$ cat config.mk
export PLATFORM = sky130hd
export DESIGN_NAME = cpu_mem_arbiter_flat
export DESIGN_NICKNAME = d
export VERILOG_FILES = /design/src/rtl/cpu_mem_pkg.sv /design/src/rtl/cpu_mem_arbiter_if.sv /design/src/rtl/cpu_mem_lane.sv /design/src/rtl/cpu_mem_arbiter.sv /design/src/flat_wrapper.sv
export SDC_FILE = /design/constraint.sdc
export NUM_CORES = 1
export LEC_CHECK = 0
export ABC_AREA = 0
export BUFFER_PORTS_ARGS = -buffer_cell sky130_fd_sc_hd__buf_2
export CORE_ASPECT_RATIO = 0.8
export CORE_MARGIN = 2
export CORE_UTILIZATION = 55
export DETAILED_ROUTE_END_ITERATION = 7
export PLACE_DENSITY_LB_ADDON = 0.05
export SLEW_MARGIN = 15
export SYNTH_ARGS = -nofsm -noshare
export SYNTH_HDL_FRONTEND = slang
export SYNTH_SLANG_ARGS = --single-unit
export TNS_END_PERCENT = 20
$ cat constraint.sdc
create_clock -name i_clock -period 3.7 [get_ports i_clock]
set_clock_uncertainty 0.05 [all_clocks]
set_input_delay 0.555 -clock i_clock [delete_from_list [all_inputs] [get_ports i_clock]]
set_output_delay 0.555 -clock i_clock [all_outputs]
set_load 0.05 [all_outputs]
$ cat src/rtl/cpu_mem_pkg.sv
// Shared types for the CPU memory arbiter: FSM state encoding, access-width codes and
// the alignment rule applied when a data request is granted.
package cpu_mem_pkg;

  typedef enum logic [2:0] {
    StIdle,
    StFetch,
    StDread,
    StRmwRead,
    StRmwWrite,
    StDwrite,
    StDone
  } state_e;

  localparam logic [2:0] WidthByte = 3'd1;
  localparam logic [2:0] WidthHalf = 3'd2;
  localparam logic [2:0] WidthWord = 3'd4;

  // True when the width code is legal and the byte offset is naturally aligned for it.
  function automatic logic access_ok(input logic [2:0] width, input logic [1:0] offset);
    case (width)
      WidthByte: access_ok = 1'b1;
      WidthHalf: access_ok = ~offset[0];
      WidthWord: access_ok = (offset == 2'b00);
      default:   access_ok = 1'b0;
    endcase
  endfunction

endpackage

$ cat src/rtl/cpu_mem_arbiter_if.sv
// Request/response signals between the fetch port, the data port, the memory bus and the
// arbiter. The master modport is the arbiter's view; the slave modport is its environment.
interface cpu_mem_arbiter_if;
  logic        i_fetch_request;
  logic [31:0] i_fetch_address;
  logic        o_fetch_ready;
  logic [31:0] o_fetch_data;

  logic        i_data_request;
  logic        i_data_rw;
  logic [2:0]  i_data_width;
  logic        i_data_signed;
  logic [31:0] i_data_address;
  logic [31:0] i_data_wdata;
  logic        o_data_ready;
  logic [31:0] o_data_rdata;
  logic        o_data_error;

  logic        o_bus_request;
  logic        o_bus_rw;
  logic [31:0] o_bus_address;
  logic [31:0] o_bus_wdata;
  logic        i_bus_ready;
  logic [31:0] i_bus_rdata;

  modport master (
    input  i_fetch_request, i_fetch_address,
    output o_fetch_ready, o_fetch_data,
    input  i_data_request, i_data_rw, i_data_width, i_data_signed, i_data_address,
    input  i_data_wdata,
    output o_data_ready, o_data_rdata, o_data_error,
    output o_bus_request, o_bus_rw, o_bus_address, o_bus_wdata,
    input  i_bus_ready, i_bus_rdata
  );

  modport slave (
    output i_fetch_request, i_fetch_address,
    input  o_fetch_ready, o_fetch_data,
    output i_data_request, i_data_rw, i_data_width, i_data_signed, i_data_address,
    output i_data_wdata,
    input  o_data_ready, o_data_rdata, o_data_error,
    input  o_bus_request, o_bus_rw, o_bus_address, o_bus_wdata,
    output i_bus_ready, i_bus_rdata
  );
endinterface

$ cat src/rtl/cpu_mem_lane.sv
// Little-endian lane logic: extracts and extends a sub-word read from a bus word, and
// merges right-aligned write data into the selected lane of a bus word.
module cpu_mem_lane
  import cpu_mem_pkg::*;
(
  input  logic [31:0] i_word,
  input  logic [1:0]  i_offset,
  input  logic [2:0]  i_width,
  input  logic        i_signed,
  input  logic [31:0] i_wdata,
  output logic [31:0] o_rdata,
  output logic [31:0] o_merged
);

  logic [4:0]  w_shift;
  logic [31:0] w_lane;
  logic [31:0] w_mask;

  assign w_shift = {i_offset, 3'b000};
  assign w_lane  = i_word >> w_shift;

  // Word accesses are always aligned, so the shifted word equals the raw word.
  always_comb begin
    o_rdata = w_lane;
    w_mask  = 32'hFFFF_FFFF;
    case (i_width)
      WidthByte: begin
        o_rdata = {{24{i_signed & w_lane[7]}}, w_lane[7:0]};
        w_mask  = 32'h0000_00FF << w_shift;
      end
      WidthHalf: begin
        o_rdata = {{16{i_signed & w_lane[15]}}, w_lane[15:0]};
        w_mask  = 32'h0000_FFFF << w_shift;
      end
      default: ;
    endcase
    o_merged = (i_word & ~w_mask) | ((i_wdata << w_shift) & w_mask);
  end

endmodule

$ cat src/rtl/cpu_mem_arbiter.sv
// Arbitrates instruction fetch and load/store requests onto a single word-wide memory bus,
// with alternating fairness, alignment checking and read-modify-write for sub-word stores.
module cpu_mem_arbiter
  import cpu_mem_pkg::*;
#(
  parameter bit DATA_FIRST = 1'b1
) (
  input logic               i_clock,
  input logic               i_reset,
  cpu_mem_arbiter_if.master io_bus
);

  state_e      r_state, w_state_next;
  logic        r_prefer_data, w_prefer_data_next;
  logic [1:0]  r_offset, w_offset_next;
  logic [2:0]  r_width, w_width_next;
  logic        r_signed, w_signed_next;
  logic [31:0] r_wdata, w_wdata_next;
  logic        r_fetch_ready, w_fetch_ready_next;
  logic [31:0] r_fetch_data, w_fetch_data_next;
  logic        r_data_ready, w_data_ready_next;
  logic [31:0] r_data_rdata, w_data_rdata_next;
  logic        r_data_error, w_data_error_next;
  logic        r_bus_request, w_bus_request_next;
  logic        r_bus_rw, w_bus_rw_next;
  logic [31:0] r_bus_address, w_bus_address_next;
  logic [31:0] r_bus_wdata, w_bus_wdata_next;

  logic        w_bus_done;
  logic        w_pick_data;
  logic [31:0] w_lane_rdata;
  logic [31:0] w_lane_merged;

  cpu_mem_lane u_lane (
    .i_word   (io_bus.i_bus_rdata),
    .i_offset (r_offset),
    .i_width  (r_width),
    .i_signed (r_signed),
    .i_wdata  (r_wdata),
    .o_rdata  (w_lane_rdata),
    .o_merged (w_lane_merged)
  );

  assign w_bus_done  = r_bus_request & io_bus.i_bus_ready;
  assign w_pick_data = io_bus.i_data_request & (~io_bus.i_fetch_request | r_prefer_data);

  always_comb begin
    w_state_next        = r_state;
    w_prefer_data_next  = r_prefer_data;
    w_offset_next       = r_offset;
    w_width_next        = r_width;
    w_signed_next       = r_signed;
    w_wdata_next        = r_wdata;
    w_fetch_ready_next  = 1'b0;
    w_fetch_data_next   = r_fetch_data;
    w_data_ready_next   = 1'b0;
    w_data_rdata_next   = r_data_rdata;
    w_data_error_next   = 1'b0;
    w_bus_request_next  = r_bus_request;
    w_bus_rw_next       = r_bus_rw;
    w_bus_address_next  = r_bus_address;
    w_bus_wdata_next    = r_bus_wdata;

    unique case (r_state)
      StIdle: begin
        // A contested grant hands priority to the loser for the next contest.
        if (io_bus.i_data_request && io_bus.i_fetch_request) begin
          w_prefer_data_next = ~w_pick_data;
        end
        if (w_pick_data) begin
          w_offset_next      = io_bus.i_data_address[1:0];
          w_width_next       = io_bus.i_data_width;
          w_signed_next      = io_bus.i_data_signed;
          w_wdata_next       = io_bus.i_data_wdata;
          w_bus_address_next = io_bus.i_data_address & ~32'h3;
          if (!access_ok(io_bus.i_data_width, io_bus.i_data_address[1:0])) begin
            w_state_next      = StDone;
            w_data_ready_next = 1'b1;
            w_data_error_next = 1'b1;
            w_data_rdata_next = '0;
          end else if (!io_bus.i_data_rw) begin
            w_state_next       = StDread;
            w_bus_request_next = 1'b1;
            w_bus_rw_next      = 1'b0;
          end else if (io_bus.i_data_width == WidthWord) begin
            w_state_next       = StDwrite;
            w_bus_request_next = 1'b1;
            w_bus_rw_next      = 1'b1;
            w_bus_wdata_next   = io_bus.i_data_wdata;
          end else begin
            w_state_next       = StRmwRead;
            w_bus_request_next = 1'b1;
            w_bus_rw_next      = 1'b0;
          end
        end else if (io_bus.i_fetch_request) begin
          w_state_next       = StFetch;
          w_bus_request_next = 1'b1;
          w_bus_rw_next      = 1'b0;
          w_bus_address_next = io_bus.i_fetch_address & ~32'h3;
        end
      end
      StFetch: begin
        if (w_bus_done) begin
          w_state_next       = StDone;
          w_bus_request_next = 1'b0;
          w_fetch_data_next  = io_bus.i_bus_rdata;
          w_fetch_ready_next = 1'b1;
        end
      end
      StDread: begin
        if (w_bus_done) begin
          w_state_next       = StDone;
          w_bus_request_next = 1'b0;
          w_data_rdata_next  = w_lane_rdata;
          w_data_ready_next  = 1'b1;
        end
      end
      StRmwRead: begin
        if (w_bus_done) begin
          w_state_next       = StRmwWrite;
          w_bus_request_next = 1'b0;
          w_bus_rw_next      = 1'b1;
          w_bus_wdata_next   = w_lane_merged;
        end
      end
      StRmwWrite: begin
        // The request is low for one cycle between the read and write halves.
        if (!r_bus_request) begin
          w_bus_request_next = 1'b1;
        end else if (w_bus_done) begin
          w_state_next       = StDone;
          w_bus_request_next = 1'b0;
          w_bus_rw_next      = 1'b0;
          w_data_ready_next  = 1'b1;
        end
      end
      StDwrite: begin
        if (w_bus_done) begin
          w_state_next       = StDone;
          w_bus_request_next = 1'b0;
          w_bus_rw_next      = 1'b0;
          w_data_ready_next  = 1'b1;
        end
      end
      StDone: w_state_next = StIdle;
      default: w_state_next = StIdle;
    endcase
  end

  always_ff @(posedge i_clock or negedge i_reset) begin
    if (!i_reset) begin
      r_state       <= StIdle;
      r_prefer_data <= DATA_FIRST;
      r_offset      <= '0;
      r_width       <= '0;
      r_signed      <= 1'b0;
      r_wdata       <= '0;
      r_fetch_ready <= 1'b0;
      r_fetch_data  <= '0;
      r_data_ready  <= 1'b0;
      r_data_rdata  <= '0;
      r_data_error  <= 1'b0;
      r_bus_request <= 1'b0;
      r_bus_rw      <= 1'b0;
      r_bus_address <= '0;
      r_bus_wdata   <= '0;
    end else begin
      r_state       <= w_state_next;
      r_prefer_data <= w_prefer_data_next;
      r_offset      <= w_offset_next;
      r_width       <= w_width_next;
      r_signed      <= w_signed_next;
      r_wdata       <= w_wdata_next;
      r_fetch_ready <= w_fetch_ready_next;
      r_fetch_data  <= w_fetch_data_next;
      r_data_ready  <= w_data_ready_next;
      r_data_rdata  <= w_data_rdata_next;
      r_data_error  <= w_data_error_next;
      r_bus_request <= w_bus_request_next;
      r_bus_rw      <= w_bus_rw_next;
      r_bus_address <= w_bus_address_next;
      r_bus_wdata   <= w_bus_wdata_next;
    end
  end

  assign io_bus.o_fetch_ready = r_fetch_ready;
  assign io_bus.o_fetch_data  = r_fetch_data;
  assign io_bus.o_data_ready  = r_data_ready;
  assign io_bus.o_data_rdata  = r_data_rdata;
  assign io_bus.o_data_error  = r_data_error;
  assign io_bus.o_bus_request = r_bus_request;
  assign io_bus.o_bus_rw      = r_bus_rw;
  assign io_bus.o_bus_address = r_bus_address;
  assign io_bus.o_bus_wdata   = r_bus_wdata;

endmodule

$ cat src/flat_wrapper.sv
// flat-port wrapper written by rule: the top's interface ports become plain ports
module cpu_mem_arbiter_flat import cpu_mem_pkg::*;
#(
  parameter bit DATA_FIRST = 1'b1
)
  (i_clock, i_reset, io_bus_i_fetch_request, io_bus_i_fetch_address, io_bus_o_fetch_ready, io_bus_o_fetch_data, io_bus_i_data_request, io_bus_i_data_rw, io_bus_i_data_width, io_bus_i_data_signed, io_bus_i_data_address, io_bus_i_data_wdata, io_bus_o_data_ready, io_bus_o_data_rdata, io_bus_o_data_error, io_bus_o_bus_request, io_bus_o_bus_rw, io_bus_o_bus_address, io_bus_o_bus_wdata, io_bus_i_bus_ready, io_bus_i_bus_rdata);
  cpu_mem_arbiter_if io_bus_i ();
  input logic i_clock;
  input logic i_reset;
  input wire logic [$bits(io_bus_i.i_fetch_request)-1:0] io_bus_i_fetch_request;
  input wire logic [$bits(io_bus_i.i_fetch_address)-1:0] io_bus_i_fetch_address;
  output wire logic [$bits(io_bus_i.o_fetch_ready)-1:0] io_bus_o_fetch_ready;
  output wire logic [$bits(io_bus_i.o_fetch_data)-1:0] io_bus_o_fetch_data;
  input wire logic [$bits(io_bus_i.i_data_request)-1:0] io_bus_i_data_request;
  input wire logic [$bits(io_bus_i.i_data_rw)-1:0] io_bus_i_data_rw;
  input wire logic [$bits(io_bus_i.i_data_width)-1:0] io_bus_i_data_width;
  input wire logic [$bits(io_bus_i.i_data_signed)-1:0] io_bus_i_data_signed;
  input wire logic [$bits(io_bus_i.i_data_address)-1:0] io_bus_i_data_address;
  input wire logic [$bits(io_bus_i.i_data_wdata)-1:0] io_bus_i_data_wdata;
  output wire logic [$bits(io_bus_i.o_data_ready)-1:0] io_bus_o_data_ready;
  output wire logic [$bits(io_bus_i.o_data_rdata)-1:0] io_bus_o_data_rdata;
  output wire logic [$bits(io_bus_i.o_data_error)-1:0] io_bus_o_data_error;
  output wire logic [$bits(io_bus_i.o_bus_request)-1:0] io_bus_o_bus_request;
  output wire logic [$bits(io_bus_i.o_bus_rw)-1:0] io_bus_o_bus_rw;
  output wire logic [$bits(io_bus_i.o_bus_address)-1:0] io_bus_o_bus_address;
  output wire logic [$bits(io_bus_i.o_bus_wdata)-1:0] io_bus_o_bus_wdata;
  input wire logic [$bits(io_bus_i.i_bus_ready)-1:0] io_bus_i_bus_ready;
  input wire logic [$bits(io_bus_i.i_bus_rdata)-1:0] io_bus_i_bus_rdata;
  assign io_bus_i.i_fetch_request = io_bus_i_fetch_request;
  assign io_bus_i.i_fetch_address = io_bus_i_fetch_address;
  assign io_bus_o_fetch_ready = io_bus_i.o_fetch_ready;
  assign io_bus_o_fetch_data = io_bus_i.o_fetch_data;
  assign io_bus_i.i_data_request = io_bus_i_data_request;
  assign io_bus_i.i_data_rw = io_bus_i_data_rw;
  assign io_bus_i.i_data_width = io_bus_i_data_width;
  assign io_bus_i.i_data_signed = io_bus_i_data_signed;
  assign io_bus_i.i_data_address = io_bus_i_data_address;
  assign io_bus_i.i_data_wdata = io_bus_i_data_wdata;
  assign io_bus_o_data_ready = io_bus_i.o_data_ready;
  assign io_bus_o_data_rdata = io_bus_i.o_data_rdata;
  assign io_bus_o_data_error = io_bus_i.o_data_error;
  assign io_bus_o_bus_request = io_bus_i.o_bus_request;
  assign io_bus_o_bus_rw = io_bus_i.o_bus_rw;
  assign io_bus_o_bus_address = io_bus_i.o_bus_address;
  assign io_bus_o_bus_wdata = io_bus_i.o_bus_wdata;
  assign io_bus_i.i_bus_ready = io_bus_i_bus_ready;
  assign io_bus_i.i_bus_rdata = io_bus_i_bus_rdata;
  cpu_mem_arbiter #(.DATA_FIRST(DATA_FIRST)) u_core (.i_clock(i_clock), .i_reset(i_reset), .io_bus(io_bus_i));
endmodule
# ---- After elaboration in Yosys (flattened, before gate mapping)
# Index checks and enable logic that the tools add are counted.
dict set report classes {
  n_shift 4
  n_eq_ne 21
  muxes 49
  n_reduce_logical 20
  bitwise_logic 12
}
# op n
set op_table {}
lappend op_table {{2-to-1 mux 32 bit} 10}
lappend op_table {{case mux 32 bit (2 select lines)} 4}
lappend op_table {{bitwise AND 32 bit} 2}
lappend op_table {{inverter 32 bit} 1}
lappend op_table {{OR 32 bit} 1}
lappend op_table {{left shift 16 x 5 -> 32 bit, first input constant} 1}
lappend op_table {{left shift 32 x 5 -> 32 bit} 1}
lappend op_table {{left shift 8 x 5 -> 32 bit, first input constant} 1}
lappend op_table {{right shift 32 x 5 -> 32 bit} 1}
lappend op_table {{2-to-1 mux 3 bit} 8}
lappend op_table {{2-to-1 mux 1 bit} 22}
lappend op_table {{!= test 2 x 1 -> 1 bit, second input constant} 7}
lappend op_table {{equality test 3 x 2 -> 1 bit, second input constant} 4}
lappend op_table {{case mux 3 bit (4 select lines)} 1}
lappend op_table {{equality test 3 x 1 -> 1 bit, second input constant} 3}
lappend op_table {{equality test 3 bit, second input constant} 3}
lappend op_table {{case mux 1 bit (3 select lines)} 3}
lappend op_table {{AND reduction 2 bit} 4}
lappend op_table {{AND reduction 4 bit} 2}
lappend op_table {{AND reduction 6 bit} 1}
lappend op_table {{nonzero test 2 bit} 3}
lappend op_table {{AND reduction 5 bit} 1}
lappend op_table {{bitwise AND 1 bit} 4}
lappend op_table {{!= test 2 bit, second input constant} 2}
lappend op_table {{other kinds (14)} 16}
dict set report word_totals {
  ff_bits 175
  output_inout_bits 133
  wordCells 121
}

# ---- Logic depth before layout (Yosys ltp)
dict set report logic_depth {
  ltp_word 8
  ltp_mapped 9
  depth_no_buf 5
}

# ---- Modules after synthesis
# Synthesis repeated with hierarchy kept, for this count alone.
dict set report unflattened {
  hier_cells 809
  area_unflattened_um2 9125.0
}
# module seq_area_each_um2 area_per_inst_um2 cells_each instances
set modules_own_cells {}
lappend modules_own_cells {cpu_mem_arbiter 4330.4 7526.0 586 1}
lappend modules_own_cells {cpu_mem_lane 0.0 1599.0 223 1}

# ---- Worst setup path before layout
# No wires, ideal clock.
dict set report synth_path {
  path_type {register -> register}
  startpoint {reg u_core.r_bus_request, in the netlist u_core.io_bus.o_bus_request}
  endpoint {reg u_core.r_fetch_data[10], in the netlist u_core.io_bus.o_fetch_data[10]}
  path_stages_with_launch 7
  synth_period_minus_slack_ps 2222
  arrival_time_ps 2044
  required_time_ps 3522
  setup_ps 128
  path_slack_ps 1478
  n_path_buf 2
  path_cell_list {dfrtp_1 > nand2_1 > nor2_1 > and3_1 > clkbuf_1 > buf_2 > mux2_1}
}
dict set report synth_between {
  elab_chain_len 2
}
# item line_no
set synth_lines {}
lappend synth_lines {{start, declared} cpu_mem_arbiter.sv:24} ;# logic r_bus_request, w_bus_request_next;
lappend synth_lines {{start signal, assigned} cpu_mem_arbiter.sv:179} ;# r_bus_request <= w_bus_request_next;
lappend synth_lines {{bitwise AND 1 bit} cpu_mem_arbiter.sv:44} ;# assign w_bus_done = r_bus_request & io_bus.i_bus_ready;
lappend synth_lines {{AND reduction 2 bit (no line)} --}
lappend synth_lines {{end signal, assigned} cpu_mem_arbiter.sv:175} ;# r_fetch_data <= w_fetch_data_next;
lappend synth_lines {{end, declared} cpu_mem_arbiter.sv:20} ;# logic [31:0] r_fetch_data, w_fetch_data_next;
# No other way between the ends.
# A chain may end at the register's enable or synchronous reset.

# ---- Final worst setup path
dict set report layout_path {
  startpoint {reg u_core.r_state[1]}
  endpoint {reg u_core.r_data_rdata[15], in the netlist u_core.io_bus.o_data_rdata[15]}
}
dict set report layout_between {
  elab_chain_len 3
  word_cells_on_any_way 8
}
# item line_no
set layout_lines {}
lappend layout_lines {{start, declared} cpu_mem_arbiter.sv:13} ;# state_e r_state, w_state_next;
lappend layout_lines {{start signal, assigned} cpu_mem_arbiter.sv:152} ;# r_state <= StIdle;
lappend layout_lines {{start signal, assigned} cpu_mem_arbiter.sv:168} ;# r_state <= w_state_next;
lappend layout_lines {{equality test 3 x 2 -> 1 bit / zero test 3 bit (equally long branches)} cpu_mem_arbiter.sv:64} ;# unique case (r_state)
lappend layout_lines {{!= test 2 x 1 -> 1 bit (no line) (tied with other cells)} --}
lappend layout_lines {{AND reduction 4 bit (no line)} --}
lappend layout_lines {{end signal, assigned} cpu_mem_arbiter.sv:177} ;# r_data_rdata <= w_data_rdata_next;
lappend layout_lines {{end, declared} cpu_mem_arbiter.sv:22} ;# logic [31:0] r_data_rdata, w_data_rdata_next;
# Several ways; a longest one is shown, not always the timed one.

==> out/metrics.csv <==
stage,metric,value,unit
logic_synthesis,yosysTopAreaCell,dfrtp_1,
cts,cts_root_buf,clkbuf_16,
cts,clk_latency,430,ps
power_and_ir_drop,p_leak,5.47,nW
cts,numCtsBuffers,17,
timing,finalSetupTns,0,ps
logic_synthesis,ys.flop_type,dfrtp_1,
logic_synthesis,yosys_warnings,0,
logic_synthesis,synthMostInstantiatedCell,nand2_1,
logic_synthesis,synth_top_cells_by_count,"nand2_1, dfrtp_1, o21ai_0",
finish,fin_nets,1257,
floorplanning,rows,40,
place,place_hpwl,17900,µm
timing,holdWs,93.6,ps
place,io_buffers,266,
critical_path,start_kind,register,
route,routed_wl,25000,µm
global_routing,grt_pass1_vias,6872,
global_routing,grt_overflow,0,
logic_synthesis,ys_types,51,
logic_synthesis,netlist_instances,889,
timing,final_max_slew_viol_count,0,
timing,finalSetupViolCount,0,
route,route.detailed.drc,0,
route,drt_iter0_markers,819,
critical_path,critPathKind,reg2reg,
critical_path,cp-startpoint,u_core.r_state[1]$_DFFE_PN0P_,
floorplanning,io-pin-count,271,
floorplanning,start_util,0.566,
power_and_ir_drop,power_density,999,nW/µm²
logic_synthesis,syn_avg_cell_area,9.66,µm²
route,first_pass_iters,5,
critical_path,endpoint_kind,register,
global_routing,antenna_found_initial,1,
timing,fmax,382,MHz
logic_synthesis,synth-async-reset-ratio,1.00,
finish,num-fill-cells,1242,
critical_path,worstPathArrival,2900,ps
logic_synthesis,yosysTopAreaCellShare,0.501,
route,viasPerCell,5.73,
power_and_ir_drop,peakVddDrop,753,µV
timing,period_minus_slack,2620,ps
timing,slew_headroom,0.375,
job,max_cap_viol_count,0,
cts,h-tree-depth,4,
logic_synthesis,ys_ff_latch,173,
cts,tritoncts,done,
finish,syn2layout_area_growth,23.1,%
critical_path,worstRegToRegCells,6,
critical_path,cp_max_fo,26,
global_routing,grt_max_degree,74,
cts,ctsLongestPathBuffers,2,
logic_synthesis,ys_seq_area_frac,0.504,
timing,fin_crit_sh,0.708,
global_routing,grt_first_pass_wirelength,38700,µm
critical_path,timing.rr.start,u_core.r_state[1]$_DFFE_PN0P_,
floorplanning,dieArea,16600,µm²
logic_synthesis,synth-edff-count,0,
timing,max_slew.worst_pin.slew,934,ps
critical_path,critical_path.slowest_cell,or3b_1,
outcome,status,completed,
logic_synthesis,syn_area,8580,µm²
timing,rsz0062_at_grt,no,
cts,clk_pin_slew_worst_paths,60,ps
cts,cts_resized,0,
floorplanning,dieWidth,144,µm
place,gp_congestion,0.904,
route,vias,7685,
route,drt.antenna.violating_nets,0,
min_path,hold_path.class,in2async,
cts,postCtsHoldBufs,0,
finish,drive_above_1_share,0.293,
global_routing,grt_usage,0.308,
critical_path,crit_chain,or3b_1 -> nor2_1 -> a31oi_4 -> buf_4 -> nand2_1 -> o31ai_1,
timing,hold_viol_final,0,
route,wl_per_cell,18.6,µm
critical_path,crit_required,3980,ps
cts,cts_setup_buffers,0,
cts,cts_sinks,173,
critical_path,max_stage_delay,640,ps
logic_synthesis,synthTopCellsByArea,"dfrtp_1, nand2_1, mux2i_1",
floorplanning,core_area,15200,µm²
floorplanning,fp.dieH,116,µm
[report_power, final]
group	switching, mW	internal [mW]	total, mW
clock network	0.763	0.875	1.64
logic	4.03	1.56	5.59
registers	0.632	2.69	3.33
total	5.43	5.13	10.6
[routing by layer]
metal | vias to the layer above | wire (µm) | share of wire | global-route usage
met5 | - | 0 | 0 | 0
met4 | 0 | 383 | 0.015 | 0.0908
met3 | 32 | 2560 | 0.10 | 0.0678
met2 | 403 | 10900 | 0.43 | 0.444
met1 | 3643 | 11200 | 0.45 | 0.471
li1 | 3607 | - | - | -
[cell families after synthesis]
logic type	after synthesis	share of synthesized area
other cells	1	0.000437
simple gates	289	0.143
mux	101	0.125
compound gates	247	0.186
flops	173	0.504
xor+xnor	2	0.00204
buf+inv	76	0.0396
[cells in the final DEF (no fill, tap or decap), drive strengths merged, types with 2 or more instances in the layout]
master / netlist / final
mux2i: 62 / 62
clkinv: 0 / 6
nand3: 6 / 6
a2111oi: 7 / 7
o31ai: 17 / 17
and3: 3 / 3
mux2: 38 / 38
a211oi: 39 / 39
o21ai: 95 / 95
a2bb2oi: 8 / 8
nand4: 2 / 2
nor3: 10 / 10
a21o: 9 / 9
nand2: 210 / 210
nor2: 25 / 25
xnor2: 2 / 2
inv: 2 / 6
nor2b: 20 / 20
dfrtp: 172 / 172
a22o: 16 / 16
a21oi: 28 / 28
clkinvlp: 0 / 3
or2: 3 / 3
buf: 34 / 284
nand2b: 5 / 5
conb: 1 / 2
o211ai: 17 / 17
clkbuf: 40 / 18
[sequential cells by signal, summed over array words and instances (netlist names)]
name / flops
u_core.r_wdata: 32
u_core.r_offset: 2
u_core.r_state: 3
u_core.r_signed: 1
u_core.io_bus.o_bus_rw: 1
u_core.io_bus.o_data_rdata: 32
u_core.io_bus.o_data_error: 1
u_core.io_bus.o_bus_address: 30
u_core.io_bus.o_fetch_ready: 1
u_core.io_bus.o_bus_request: 1
u_core.io_bus.o_bus_wdata: 32
u_core.io_bus.o_fetch_data: 32
u_core.io_bus.o_data_ready: 1
u_core.r_width: 3
u_core.r_prefer_data: 1
[cell type report]
cell class | instances | area, µm² | area share
Tap cell | 210 | 263 | 0.0249
Clock buffer | 18 | 439 | 0.0416
Sequential cell | 173 | 4330 | 0.410
Multi-Input combinational cell | 641 | 3950 | 0.373
Timing Repair Buffer | 284 | 1490 | 0.141
Antenna cell | 1 | 2.50 | 0.000237
Inverter | 2 | 7.51 | 0.000710
Clock inverter | 13 | 91.3 | 0.00864
[per-stage QoR]
stage,utilization,cell area [µm²],setup WS [ps],cells,total power [mW]
2_1_floorplan,-,8590,1480,890,7.51
3_3_place_gp,0.662,10000,1140,1310,8.80
3_5_place_dp,0.662,10000,1110,1310,8.90
4_1_cts,0.697,10600,1120,1341,10.6
5_1_grt,0.697,10600,857,1341,11.2
6_report,0.697,10600,1080,1342,10.6
[worst paths after layout]
kind | endpoint | slack [ps]
max reg2reg | u_core.io_bus.o_data_rdata[15]$_DFFE_PN0P_ | 1080
min in group i_clock | u_core.r_signed$_DFFE_PN0P_ | 270
max | u_core.io_bus.o_data_rdata[15]$_DFFE_PN0P_ | 1080
min reg2reg | u_core.r_signed$_DFFE_PN0P_ | 420
min | u_core.io_bus.o_bus_address[4]$_DFFE_PN0P_ | 90
max in group asynchronous | u_core.io_bus.o_fetch_data[1]$_DFFE_PN0P_ | 2630
[worst max-delay path, delay by kind of cell, from the launching register on]
family	cells	cell delay, ps
buffers and inverters	1	390
DFF	1	490
AOI/OAI and AO/OA	2	700
and+or+nand+nor	3	880
(Power assumes the default switching activity.)
